`config.mk`:
```
export PLATFORM = sky130hd
export DESIGN_NAME = flick_conditioner
export DESIGN_NICKNAME = d
export VERILOG_FILES = /design/src/rtl/flick_conditioner.sv
export SDC_FILE = /design/constraint.sdc
export NUM_CORES = 1
export LEC_CHECK = 0
export CORE_MARGIN = 2
export CORE_UTILIZATION = 30
export DETAILED_ROUTE_END_ITERATION = 10
export DONT_BUFFER_PORTS = 1
export RECOVER_POWER = 100
export SETUP_SLACK_MARGIN = 0.05
export SLEW_MARGIN = 25
export SYNTH_ARGS = -nofsm -noshare
export SYNTH_HDL_FRONTEND = slang
export SYNTH_SLANG_ARGS = --single-unit
```
`constraint.sdc`:
```
create_clock -name clk -period 3.94 [get_ports clk]
set_input_delay 0.591 -clock clk [delete_from_list [all_inputs] [get_ports clk]]
set_output_delay 0.591 -clock clk [all_outputs]
set_load 0.02 [all_outputs]
```
`src/rtl/flick_conditioner.sv`:
```
// Push-button conditioner: two-flop synchronizer, press/release debounce FSM,
// and a fixed-length flick pulse per accepted press plus a wrapping press counter.
module flick_conditioner #(
  parameter int DEBOUNCE_CYCLES = 4,
  parameter int PULSE_CYCLES    = 2
) (
  input  logic       clk,
  input  logic       rst_n,
  input  logic       btn_raw,
  output logic       flick,
  output logic       btn_level,
  output logic [7:0] press_count
);

  localparam int CNT_MAX = (DEBOUNCE_CYCLES > PULSE_CYCLES) ? DEBOUNCE_CYCLES : PULSE_CYCLES;
  localparam int CNT_W   = $clog2(CNT_MAX);

  localparam logic [CNT_W-1:0] DB_LAST = CNT_W'(DEBOUNCE_CYCLES - 1);
  localparam logic [CNT_W-1:0] PL_LAST = CNT_W'(PULSE_CYCLES - 1);
  localparam logic [CNT_W-1:0] CNT_ONE = CNT_W'(1);

  typedef enum logic [2:0] {
    IDLE    = 3'd0,
    PRESS   = 3'd1,
    FIRE    = 3'd2,
    HELD    = 3'd3,
    RELEASE = 3'd4
  } state_t;

  logic             r_s1;
  logic             r_btn_s;
  state_t           r_state;
  logic [CNT_W-1:0] r_cnt;

  // Outputs are assigned on the transition into the state they describe, so
  // they always reflect the state being entered on this edge.
  always_ff @(posedge clk or negedge rst_n) begin
    if (!rst_n) begin
      r_s1        <= 1'b0;
      r_btn_s     <= 1'b0;
      r_state     <= IDLE;
      r_cnt       <= '0;
      flick       <= 1'b0;
      btn_level   <= 1'b0;
      press_count <= 8'd0;
    end else begin
      r_s1    <= btn_raw;
      r_btn_s <= r_s1;
      case (r_state)
        IDLE: begin
          if (r_btn_s) begin
            r_state <= PRESS;
            r_cnt   <= CNT_ONE;
          end
        end
        PRESS: begin
          if (!r_btn_s) begin
            r_state <= IDLE;
            r_cnt   <= '0;
          end else if (r_cnt == DB_LAST) begin
            r_state     <= FIRE;
            r_cnt       <= '0;
            flick       <= 1'b1;
            btn_level   <= 1'b1;
            press_count <= press_count + 8'd1;
          end else begin
            r_cnt <= r_cnt + CNT_ONE;
          end
        end
        FIRE: begin
          // Button is ignored here so the pulse is never cut short.
          if (r_cnt == PL_LAST) begin
            r_state <= HELD;
            r_cnt   <= '0;
            flick   <= 1'b0;
          end else begin
            r_cnt <= r_cnt + CNT_ONE;
          end
        end
        HELD: begin
          if (!r_btn_s) begin
            r_state <= RELEASE;
            r_cnt   <= CNT_ONE;
          end
        end
        RELEASE: begin
          if (r_btn_s) begin
            r_state <= HELD;
            r_cnt   <= '0;
          end else if (r_cnt == DB_LAST) begin
            r_state   <= IDLE;
            r_cnt     <= '0;
            btn_level <= 1'b0;
          end else begin
            r_cnt <= r_cnt + CNT_ONE;
          end
        end
        default: begin
          r_state   <= IDLE;
          r_cnt     <= '0;
          flick     <= 1'b0;
          btn_level <= 1'b0;
        end
      endcase
    end
  end

endmodule
```
==> flow_metrics.env <==
export IMPL_seq_area_frac_synth_pct=45.3
export IMPL_relSlewSlack_pct=47.0
export IMPL_synth_fp_nets=95
export IMPL_cts_root_buf="clkbuf_4"
export IMPL_synth_cell_types=38
export IMPL_setup_viol=0
export IMPL_finalSetupTns_ps=0
export IMPL_start_util_pct=31.0
export IMPL_fmax_ghz=0.581
export IMPL_crit_chain="ha_1 > nand3b_1 > nor3_1 > nand3_1 > xnor2_1"
export IMPL_p_per_area_nw_per_um2=644
export IMPL_clock_sinks=17
export IMPL_slew_violations=0
export IMPL_cts_buffer_depth=2
export IMPL_grt_pass1_vias=587
export IMPL_numCtsBuffers=3
export IMPL_p_leak_nw=0.422
export IMPL_gp_congestion=0.758
export IMPL_layout_worst_path_cycle_share_pct=43.7
export IMPL_hold_viol=0
export IMPL_via_per_inst=4.79
export IMPL_async_flop_share_pct=100
export IMPL_antenna_found_initial=0
export IMPL_path_buf_inv=0
export IMPL_h_tree_depth=1
export IMPL_worst_ep_required_time_ps=4120
export IMPL_worst_path_max_delay_cell="dfrtp_1"
export IMPL_die_w_um=60.0
export IMPL_drive_gt1_share_pct=7.87
export IMPL_syn_area_per_cell_um2=10.7
export IMPL_drtAntennaViolNets=0
export IMPL_grt_ovfl_total=0
export IMPL_tightest_slew_ps=793
export IMPL_cp_start_kind="flip-flop"
export IMPL_cts_setup_buffers=0
export IMPL_die_area_um2=3600
export IMPL_layout_common_cells="dfrtp_1, inv_1, xnor2_1, nor2_1, o21ai_0"
export IMPL_cp_top_family="simple AND/OR/NAND/NOR gates"
export IMPL_ys_ff_latch=17
export IMPL_clk_pin_slew_worst_paths_ps=110
export IMPL_core_area_um2=3030
export IMPL_crit_path_end_kind="flip-flop"
export IMPL_wl_per_cell_um=12.5
export IMPL_port_buffer_count=0
export IMPL_clk_insertion_delay_late_ps=290
export IMPL_areaGrowthSynthToFinish_pct=2.93
export IMPL_maxCapViolCount=0
export IMPL_first_pass_iters=4
export IMPL_fin_worst_skew_ps=7.92
export IMPL_hpwl_mm=1.16
export IMPL_min_path_type="in -> reg"
export IMPL_vias=637
export IMPL_wirelength_mm=1.66
export IMPL_grt_pass1_wl_mm=2.79
export IMPL_synth_edf_count=0
export IMPL_slowest_delay_ps=440
export IMPL_status="finished, final reports clean"
export IMPL_crit_fanout=5
export IMPL_mappedNetlistArea_um2=940
export IMPL_netlist_instances=88
export IMPL_arrival_ps=1900
export IMPL_cts_tree="done"
export IMPL_nets=97
export IMPL_fin_crit_ps=1720
export IMPL_grt_util_all_layers_pct=10.7
export IMPL_antenna_cells=0
export IMPL_ys_warn_count=0
export IMPL_final_core_util_pct=31.9
export IMPL_synth_flop_cell="dfrtp_1"
export IMPL_rsz0062_at_grt="false"
export IMPL_die_h_um=60.0
export IMPL_num_rows=20
export IMPL_drt_initial_drc_count=14
export IMPL_grt_max_degree=18
export IMPL_vdd_ir_drop_worst_mv=0.232
export IMPL_final_common_cell="dfrtp_1"
export IMPL_hold_slack_ps=318
export IMPL_drc_errors=0
export IMPL_path_class="reg -> reg"
export IMPL_ios=13
-- flip-flops by register name (all words and copies together) (netlist names) --
register / cells
btn_level: 1
flick: 1
r_cnt: 2
r_s1: 1
r_state: 3
press_count: 8
r_btn_s: 1
-- cells by family (layout without fill, tap and decap cells) --
group / Yosys count / count (layout) / synth area share, %
AOI/OAI and AO/OA: 22 / 22 / 16.1
xor gates and xnor gates: 7 / 7 / 6.52
adders and majority gates: 4 / 4 / 5.33
buffers and inverters: 11 / 12 / 5.86
DFF: 17 / 17 / 45.3
muxes: 1 / 1 / 1.20
and+or+nand+nor: 26 / 26 / 19.7
-- final timing paths --
| kind | startpoint | end | slack [ps] | cells past startpoint |
|---|---|---|---|---|
| setup / recovery | r_cnt[0] | press_count[5] | 2220 | 5 |
| hold / removal | btn_raw | r_s1 | 320 | 0 |
| setup reg to reg | r_cnt[0] | press_count[5] | 2220 | 5 |
| hold reg to reg | r_s1 | r_btn_s | 360 | 0 |
| max in group asynchronous | rst_n | press_count[7] | 2630 | 1 |
| min in group asynchronous | rst_n | r_cnt[1] | 810 | 1 |
-- worst register-to-register path: stages, from the launching register on --
cell and delay [ps]:
dfrtp_1 440, ha_1 310, nand3b_1 160, nor3_1 400
nand3_1 150, xnor2_1 140
-- cell type report --
type | instances | area (um2)
well taps | 44 | 55.1
fillers | 316 | 2060
clock inverters | 1 | 5.00
clock buffers | 3 | 22.5
flip-flops and latches | 17 | 425
inverters | 7 | 26.3
multi-input cells | 60 | 423
repair buffers | 1 | 10.0
-- metrics by stage --
step	setup slack [ps]	instances	cell area [um2]	total power (W)
6_report	2220	133	967	0.000623
5_1_grt	2040	133	967	0.000677
4_1_cts	2390	133	1000	0.000642
3_5_place_dp	2420	128	966	0.000539
3_3_place_gp	2460	128	966	0.000533
2_1_floorplan	2590	88	940	0.000501
-- power breakdown --
| group | internal, W | switching (W) | leakage, nW |
|---|---|---|---|
| logic | 0.000104 | 0.0000988 | 0.186 |
| registers | 0.000216 | 0.000106 | 0.218 |
| clock network | 0.0000377 | 0.0000600 | 0.0177 |
-- what timing repair did --
item                                   in CTS  in global routing
endpoints found under the hold margin      17                  0
hold buffers                                1                  0
resized for setup                           0                  0
-- synthesized netlist by cell type (all sizes together) (2+ instances only) --
master,n,area (um2)
nor2b,2,12.5
o21ai,7,35.0
inv,7,26.3
nand2,3,11.3
a32oi,2,17.5
dfrtp,17,425
xnor2,5,43.8
a21oi,5,28.8
xor2,2,17.5
nor2,5,26.3
nand4,2,12.5
buf,4,28.8
nand3,4,20.0
ha,4,50.1
nor3,2,21.3
nand2b,2,15.0
-- per-layer routing --
layer	vias up	part of all wire, %	track usage [%]
met1	305	51	15.4
li1	313	-	-
met5	-	0	0
met3	4	3.7	2.81
met2	15	43	14.0
met4	0	2.7	6.67
Note: power is estimated with default switching activity, not from simulation.
